File: src/rtl/fb_pkg.sv
// fb_pkg: shared constants and types for the frame-buffer write arbiter.
//   FB_H_PIXELS / FB_V_PIXELS : panel geometry (1 bit per pixel)
//   FB_WORDS                  : 16-bit words needed to hold one frame
//   FB_WORD_BITS              : width of one frame-buffer word
//   fb_state_e                : arbiter FSM states
//   fill_word()               : expands the clear polarity bit to a full word
package fb_pkg;

  localparam int unsigned FB_H_PIXELS  = 800;
  localparam int unsigned FB_V_PIXELS  = 480;
  localparam int unsigned FB_WORD_BITS = 16;
  localparam int unsigned FB_WORDS     = (FB_H_PIXELS * FB_V_PIXELS) / FB_WORD_BITS;

  typedef enum logic [0:0] {
    ST_IDLE  = 1'b0,
    ST_CLEAR = 1'b1
  } fb_state_e;

  // Replicate the clear polarity across a whole word (0 -> 16'h0000, 1 -> 16'hFFFF).
  function automatic logic [FB_WORD_BITS-1:0] fill_word(input logic i_value);
    return {FB_WORD_BITS{i_value}};
  endfunction

endpackage

File: src/rtl/fb_write_arbiter_if.sv
// fb_write_arbiter_if: bundles every non-clock signal of the arbiter.
//   clear_req / clear_value          : full-buffer fill request and polarity
//   req0_* / req1_*                  : two valid/ready word-write requesters
//   write_address / data_in / load   : registered frame-buffer write port
//   clear_busy / clear_done          : sweep status
//   addr_err                         : out-of-range request indication
// Modport slave is the arbiter's view, master is the requesters'/buffer's view.
interface fb_write_arbiter_if
  import fb_pkg::*;
#(
  parameter int unsigned ADDR_W = 16
);

  logic                    clear_req;
  logic                    clear_value;

  logic                    req0_valid;
  logic [ADDR_W-1:0]       req0_addr;
  logic [FB_WORD_BITS-1:0] req0_data;
  logic                    req0_ready;

  logic                    req1_valid;
  logic [ADDR_W-1:0]       req1_addr;
  logic [FB_WORD_BITS-1:0] req1_data;
  logic                    req1_ready;

  logic [ADDR_W-1:0]       write_address;
  logic [FB_WORD_BITS-1:0] data_in;
  logic                    load;
  logic                    clear_busy;
  logic                    clear_done;
  logic                    addr_err;

  modport slave (
    input  clear_req, clear_value,
    input  req0_valid, req0_addr, req0_data,
    input  req1_valid, req1_addr, req1_data,
    output req0_ready, req1_ready,
    output write_address, data_in, load,
    output clear_busy, clear_done, addr_err
  );

  modport master (
    output clear_req, clear_value,
    output req0_valid, req0_addr, req0_data,
    output req1_valid, req1_addr, req1_data,
    input  req0_ready, req1_ready,
    input  write_address, data_in, load,
    input  clear_busy, clear_done, addr_err
  );

endinterface

File: src/rtl/rr_arbiter2.sv
// rr_arbiter2: two-way round-robin grant, purely combinational.
//   i_valid0 / i_valid1 : request lines
//   i_ptr               : preferred requester when both request
//   o_grant[1:0]        : one-hot grant (all zero when nobody requests)
module rr_arbiter2 (
  input  logic       i_valid0,
  input  logic       i_valid1,
  input  logic       i_ptr,
  output logic [1:0] o_grant
);

  // A lone requester always wins; the pointer only breaks ties.
  always_comb begin
    o_grant = 2'b00;
    if (i_ptr == 1'b0) begin
      o_grant[0] = i_valid0;
      o_grant[1] = i_valid1 & ~i_valid0;
    end else begin
      o_grant[1] = i_valid1;
      o_grant[0] = i_valid0 & ~i_valid1;
    end
  end

endmodule

File: src/rtl/fb_write_arbiter.sv
// fb_write_arbiter: merges two word-write requesters onto one registered
// frame-buffer write port and can sweep the whole buffer with a fill value.
//   clk   : system clock
//   rst_n : asynchronous active-low reset
//   bus   : fb_write_arbiter_if.slave (requests, write port, clear status)
// Parameters: FB_WORDS (buffer depth in words), ADDR_W (word-address width).
module fb_write_arbiter
  import fb_pkg::*;
#(
  parameter int unsigned FB_WORDS = 24000,
  parameter int unsigned ADDR_W   = 16
) (
  input  logic                 clk,
  input  logic                 rst_n,
  fb_write_arbiter_if.slave    bus
);

  localparam logic [ADDR_W-1:0] LP_LAST = ADDR_W'(FB_WORDS - 1);
  localparam logic [ADDR_W-1:0] LP_ONE  = ADDR_W'(1);

  fb_state_e               r_state;
  logic                    r_ptr;
  logic [ADDR_W-1:0]       r_cnt;
  logic                    r_fill;
  logic                    r_load;
  logic [ADDR_W-1:0]       r_addr;
  logic [FB_WORD_BITS-1:0] r_data;
  logic                    r_busy;
  logic                    r_done;
  logic                    r_addr_err;

  logic [1:0]              w_grant;
  logic                    w_ready0;
  logic                    w_ready1;
  logic                    w_xfer;
  logic                    w_oor;
  logic [ADDR_W-1:0]       w_sel_addr;
  logic [FB_WORD_BITS-1:0] w_sel_data;

  rr_arbiter2 u_rr (
    .i_valid0 (bus.req0_valid),
    .i_valid1 (bus.req1_valid),
    .i_ptr    (r_ptr),
    .o_grant  (w_grant)
  );

  // Grants only reach the requesters while idle, out of reset, and with no
  // clear being requested this cycle (clear wins over same-cycle requests).
  always_comb begin
    w_ready0 = 1'b0;
    w_ready1 = 1'b0;
    if (rst_n && (r_state == ST_IDLE) && !bus.clear_req) begin
      w_ready0 = w_grant[0];
      w_ready1 = w_grant[1];
    end else begin
      w_ready0 = 1'b0;
      w_ready1 = 1'b0;
    end
  end

  // Steer the granted requester's address/data and flag out-of-range words.
  always_comb begin
    w_sel_addr = bus.req0_addr;
    w_sel_data = bus.req0_data;
    if (w_ready1) begin
      w_sel_addr = bus.req1_addr;
      w_sel_data = bus.req1_data;
    end else begin
      w_sel_addr = bus.req0_addr;
      w_sel_data = bus.req0_data;
    end
    w_xfer = w_ready0 | w_ready1;
    w_oor  = (w_sel_addr > LP_LAST);
  end

  // Arbiter/sweep FSM with all write-port and status outputs registered.
  // During the sweep r_cnt always equals the address currently on the port,
  // so the terminal compare fires in the cycle that shows the last write.
  always_ff @(posedge clk or negedge rst_n) begin
    if (!rst_n) begin
      r_state    <= ST_IDLE;
      r_ptr      <= 1'b0;
      r_cnt      <= '0;
      r_fill     <= 1'b0;
      r_load     <= 1'b0;
      r_addr     <= '0;
      r_data     <= '0;
      r_busy     <= 1'b0;
      r_done     <= 1'b0;
      r_addr_err <= 1'b0;
    end else begin
      case (r_state)
        ST_IDLE: begin
          r_done <= 1'b0;
          if (bus.clear_req) begin
            r_state    <= ST_CLEAR;
            r_fill     <= bus.clear_value;
            r_cnt      <= '0;
            r_addr     <= '0;
            r_data     <= fill_word(bus.clear_value);
            r_load     <= 1'b1;
            r_busy     <= 1'b1;
            r_addr_err <= 1'b0;
          end else begin
            r_busy     <= 1'b0;
            r_load     <= w_xfer & ~w_oor;
            r_addr_err <= w_xfer & w_oor;
            if (w_xfer) begin
              // Prefer the requester that was not just served.
              r_ptr <= w_ready0;
              if (!w_oor) begin
                r_addr <= w_sel_addr;
                r_data <= w_sel_data;
              end else begin
                r_addr <= r_addr;
                r_data <= r_data;
              end
            end else begin
              r_ptr <= r_ptr;
            end
          end
        end
        ST_CLEAR: begin
          r_addr_err <= 1'b0;
          if (r_cnt == LP_LAST) begin
            r_state <= ST_IDLE;
            r_load  <= 1'b0;
            r_busy  <= 1'b0;
            r_done  <= 1'b1;
          end else begin
            r_cnt  <= r_cnt + LP_ONE;
            r_addr <= r_cnt + LP_ONE;
            r_data <= fill_word(r_fill);
            r_load <= 1'b1;
            r_busy <= 1'b1;
            r_done <= 1'b0;
          end
        end
        default: begin
          r_state    <= ST_IDLE;
          r_load     <= 1'b0;
          r_busy     <= 1'b0;
          r_done     <= 1'b0;
          r_addr_err <= 1'b0;
        end
      endcase
    end
  end

  assign bus.req0_ready    = w_ready0;
  assign bus.req1_ready    = w_ready1;
  assign bus.write_address = r_addr;
  assign bus.data_in       = r_data;
  assign bus.load          = r_load;
  assign bus.clear_busy    = r_busy;
  assign bus.clear_done    = r_done;
  assign bus.addr_err      = r_addr_err;

endmodule

File: src/flat_wrapper.sv
// flat-port wrapper written by rule: the top's interface ports become plain ports
module fb_write_arbiter_flat import fb_pkg::*;
#(
  parameter int unsigned FB_WORDS = 24000,
  parameter int unsigned ADDR_W   = 16
)
  (clk, rst_n, bus_clear_req, bus_clear_value, bus_req0_valid, bus_req0_addr, bus_req0_data, bus_req1_valid, bus_req1_addr, bus_req1_data, bus_req0_ready, bus_req1_ready, bus_write_address, bus_data_in, bus_load, bus_clear_busy, bus_clear_done, bus_addr_err);
  fb_write_arbiter_if #(.ADDR_W(ADDR_W)) bus_i ();
  input  logic clk;
  input  logic rst_n;
  input wire logic [$bits(bus_i.clear_req)-1:0] bus_clear_req;
  input wire logic [$bits(bus_i.clear_value)-1:0] bus_clear_value;
  input wire logic [$bits(bus_i.req0_valid)-1:0] bus_req0_valid;
  input wire logic [$bits(bus_i.req0_addr)-1:0] bus_req0_addr;
  input wire logic [$bits(bus_i.req0_data)-1:0] bus_req0_data;
  input wire logic [$bits(bus_i.req1_valid)-1:0] bus_req1_valid;
  input wire logic [$bits(bus_i.req1_addr)-1:0] bus_req1_addr;
  input wire logic [$bits(bus_i.req1_data)-1:0] bus_req1_data;
  output wire logic [$bits(bus_i.req0_ready)-1:0] bus_req0_ready;
  output wire logic [$bits(bus_i.req1_ready)-1:0] bus_req1_ready;
  output wire logic [$bits(bus_i.write_address)-1:0] bus_write_address;
  output wire logic [$bits(bus_i.data_in)-1:0] bus_data_in;
  output wire logic [$bits(bus_i.load)-1:0] bus_load;
  output wire logic [$bits(bus_i.clear_busy)-1:0] bus_clear_busy;
  output wire logic [$bits(bus_i.clear_done)-1:0] bus_clear_done;
  output wire logic [$bits(bus_i.addr_err)-1:0] bus_addr_err;
  assign bus_i.clear_req = bus_clear_req;
  assign bus_i.clear_value = bus_clear_value;
  assign bus_i.req0_valid = bus_req0_valid;
  assign bus_i.req0_addr = bus_req0_addr;
  assign bus_i.req0_data = bus_req0_data;
  assign bus_i.req1_valid = bus_req1_valid;
  assign bus_i.req1_addr = bus_req1_addr;
  assign bus_i.req1_data = bus_req1_data;
  assign bus_req0_ready = bus_i.req0_ready;
  assign bus_req1_ready = bus_i.req1_ready;
  assign bus_write_address = bus_i.write_address;
  assign bus_data_in = bus_i.data_in;
  assign bus_load = bus_i.load;
  assign bus_clear_busy = bus_i.clear_busy;
  assign bus_clear_done = bus_i.clear_done;
  assign bus_addr_err = bus_i.addr_err;
  fb_write_arbiter #(.FB_WORDS(FB_WORDS), .ADDR_W(ADDR_W)) u_core (.clk(clk), .rst_n(rst_n), .bus(bus_i));
endmodule
File: config.mk
export PLATFORM = sky130hd
export DESIGN_NAME = fb_write_arbiter_flat
export DESIGN_NICKNAME = d
export VERILOG_FILES = /design/src/rtl/fb_pkg.sv /design/src/rtl/fb_write_arbiter_if.sv /design/src/rtl/rr_arbiter2.sv /design/src/rtl/fb_write_arbiter.sv /design/src/flat_wrapper.sv
export SDC_FILE = /design/constraint.sdc
export NUM_CORES = 1
export LEC_CHECK = 0
export CORE_MARGIN = 8
export CORE_UTILIZATION = 42
export DETAILED_ROUTE_END_ITERATION = 8
export HOLD_SLACK_MARGIN = 0.03
export PLACE_DENSITY = 0.77
export SYNTH_ARGS = -nofsm -noshare
export SYNTH_HDL_FRONTEND = slang
export SYNTH_HIERARCHICAL = 1
export SYNTH_SLANG_ARGS = --single-unit
File: constraint.sdc
create_clock -name clk -period 2.4 [get_ports clk]
set_clock_uncertainty 0.05 [all_clocks]
set_input_delay 0.36 -clock clk [delete_from_list [all_inputs] [get_ports clk]]
set_output_delay 0.36 -clock clk [all_outputs]
set_load 0.05 [all_outputs]
==> flow_metrics.py <==
metrics = {
    "worst_setup_path": {
        "rr_worst_depth": 8,
        "worst-path-max-fanout": 3,
        "end_kind": "flop",
        "cp_data_arrival_time_ns": 2.69,
        "crit_type": "reg2reg",
        "required_ns": 2.56,
        "startpoint_type": "flop",
    },
    "timing": {
        "finalWorstSetupSlack_ns": -0.134,
        "finalHoldViolations": 0,
        "rsz0062_at_grt": "yes",
        "setup_viol": 32,
        "slew_headroom": 0.489,
        "worstMarginPinSlew_ns": 0.764,
        "hold_slack_ns": 0.234,
        "period_minus_slack_ns": 2.53,
        "post-route-period-util": 1.06,
        "fmax_ghz": 0.395,
        "drv_slew": 0,
    },
    "die": {
        "dieWidth_um": 105,
        "num_rows": 32,
        "core_um2": 7730,
        "num_io_pins": 108,
        "fp.dieH_um": 105,
        "die_area_um2": 11000,
        "initial_utilization": 0.431,
    },
    "pwr": {
        "power_density_nw_per_um2": 577,
        "swShare": 0.370,
        "clockPowerShare": 0.185,
        "ir_drop_mv": 0.315,
        "combPwrFrac": 0.432,
        "p_int_uw": 1890,
        "seq_power_share": 0.383,
        "p_switching_uw": 1110,
        "power_leakage_uw": 0.00231,
    },
    "yosys": {
        "synth_top_area_frac": 0.406,
        "synth.most_common_cell": "dfrtp_1",
        "synth_fp_nets": 385,
        "netlist_area_um2": 3330,
        "synthTopCellsByCount": "54 x dfrtp_1, 40 x o21ai_0, 31 x mux2i_1",
        "synth_warnings": 6,
        "yosysTopAreaCell": "dfrtp_1",
        "synth-main-ff-cell": "dfrtp_1",
        "synth_seq_cells": 54,
        "synth_area_leaders": "dfrtp_1 41%, mux2_4 13%, mux2i_1 9.3%",
        "syn_inst": 314,
        "syn_avg_cell_area_um2": 10.6,
        "synth_edf_count": 0,
        "seq_area_frac_synth": 0.406,
        "async_flop_share": 1.00,
        "netlist-cell-type-count": 52,
    },
    "clock_tree": {
        "insertion_delay_ns": 0.31,
        "htree_levels": 2,
        "cts_tree": "built",
        "cts_buffers": 5,
        "clockRootBuffer": "clkbuf_8",
        "cts_sinks": 54,
        "clkTransAtPathRegs_ns": 0.11,
        "clockBufferDepth": 2,
    },
    "final_layout": {
        "fin_nets": 547,
        "syn2layout_area_growth_pct": 56.2,
        "final_cells": 579,
        "antenna_cells": 0,
        "drive_gt1_frac": 0.270,
    },
    "global_routing": {
        "grt_overflow_total": 0,
        "grt_start_max_net_pins": 38,
        "first_global_vias": 3159,
        "grtUsageTotal": 0.199,
        "grt_antenna_before_repair": 0,
        "grt_pass1_wl_mm": 17.8,
    },
    "drt": {
        "wl_mm": 11.4,
        "first_pass_iters": 5,
        "vias_per_cell": 5.53,
        "drc": 0,
        "drt-initial-drc-count": 317,
        "vias": 3202,
        "ant_nets": 0,
        "wl_per_cell_um": 19.6,
    },
    "status": {
        "violations": "negative setup slack",
        "status": "complete, but fails checks",
    },
    "min_path": {
        "hp-class": "in2async",
    },
    "placed_design": {
        "dp_hpwl_mm": 7.85,
        "io_buffers": 107,
        "placed_cells": 544,
        "gp_congestion": 0.953,
    },
    "flow_run": {
        "max_cap_violations": 0,
    },
}
timing repair:
| item | in CTS | in global routing |
|---|---|---|
| setup buffers | 20 | 5 |
| setup endpoints to repair | 33 | 33 |
| resized for setup | 15 | 3 |
| pin swaps | 8 | 1 |
| cloned | 3 | 0 |
| endpoints found under the hold margin | 17 | 0 |
| hold buffers | 1 | 0 |
registers in the layout, summed over array words and instances, names as in the netlist:
signal / cells
u_core/bus.addr_err: 1
u_core/r_ptr: 1
u_core/bus.data_in: 16
u_core/r_cnt: 16
u_core/bus.clear_done: 1
u_core/r_fill: 1
u_core/bus.write_address: 16
u_core/bus.clear_busy: 1
u_core/bus.load: 1
cell families after synthesis:
| logic type | Yosys count | share of synthesized area |
|---|---|---|
| compound gates | 81 | 0.151 |
| mux | 63 | 0.233 |
| simple gates | 74 | 0.128 |
| flops | 54 | 0.406 |
| buf+inv | 31 | 0.0526 |
| xor+xnor | 10 | 0.0263 |
| fa+ha+maj | 1 | 0.00375 |
through the flow:
stage	util	setup TNS [ns]	power, uW	setup slack (ns)	instance area [um2]
after floorplan	-	-5.95	1880	-0.206	3380
after global placement	0.618	-18.17	2390	-0.623	4780
after detailed placement	0.618	-20.32	2430	-0.701	4780
after CTS	0.673	-1.61	2980	-0.0660	5200
after global routing	0.674	-4.30	3140	-0.181	5200
final	0.674	-2.77	3000	-0.134	5200
power by group through the flow:
stage / Sequential [uW] / Combinational [uW] / Clock, uW
floorplan: 1410 / 475 / 0
global placement: 1150 / 1240 / 0
detailed placement: 1160 / 1270 / 0
CTS: 1140 / 1280 / 560
global route: 1170 / 1380 / 595
finish: 1150 / 1300 / 554
layout make-up:
class,instances,area [um2]
multi-input cells,231,1890
clock inverters,2,16.3
inverters,9,40.0
fillers,551,2520
repair buffers,175,1690
well taps,102,128
flip-flops and latches,54,1350
clock buffers,6,82.6
critical path, stage by stage (launching register included):
cell,delay (ns)
dfrtp_1,0.39
or4b_4,0.54
or4_4,0.45
o21ai_4,0.20
inv_4,0.08
buf_12,0.14
nor2_4,0.15
buf_6,0.14
mux2_4,0.30
final timing paths:
path	slack, ns	start	to
hold reg to reg	0.45	u_core/bus.write_address[15]$_DFFE_PN0P_	u_core/bus.write_address[15]$_DFFE_PN0P_
setup / recovery	-0.13	u_core/r_cnt[13]$_DFFE_PN0P_	u_core/bus.write_address[14]$_DFFE_PN0P_
hold / removal	0.23	rst_n	u_core/bus.data_in[7]$_DFFE_PN0P_
setup reg to reg	-0.13	u_core/r_cnt[13]$_DFFE_PN0P_	u_core/bus.write_address[14]$_DFFE_PN0P_
min in group clk	0.45	u_core/bus.write_address[15]$_DFFE_PN0P_	u_core/bus.write_address[15]$_DFFE_PN0P_
max in group asynchronous	0.96	rst_n	u_core/bus.clear_busy$_DFF_PN0_
cells in the final DEF (no fill, tap or decap), types with 3 or more instances in the layout:
master	n
o22ai_1	11
mux2_4	29
a21o_1	3
nor4_1	4
mux2_2	3
nor3_1	3
buf_4	55
nor2_1	9
xnor2_1	6
a31oi_1	4
and4_1	3
inv_1	6
o21ai_0	39
nand4_1	5
and3_1	3
clkbuf_8	6
nand2_1	18
buf_12	8
dfrtp_1	53
clkdlybuf4s50_1	102
a21oi_1	5
o31ai_1	3
buf_6	6
mux2i_1	31
nand4b_1	4
xor2_1	4
nand3_1	8
metal layers:
metal / up-vias / GRT usage / wire, um
met1: 1559 / 0.254 / 4770
met4: 0 / 0.0459 / 135
met5: - / 0 / 0
met2: 142 / 0.343 / 5730
met3: 8 / 0.0338 / 738
li1: 1493 / - / -
Power figures use the tool's default switching activity.
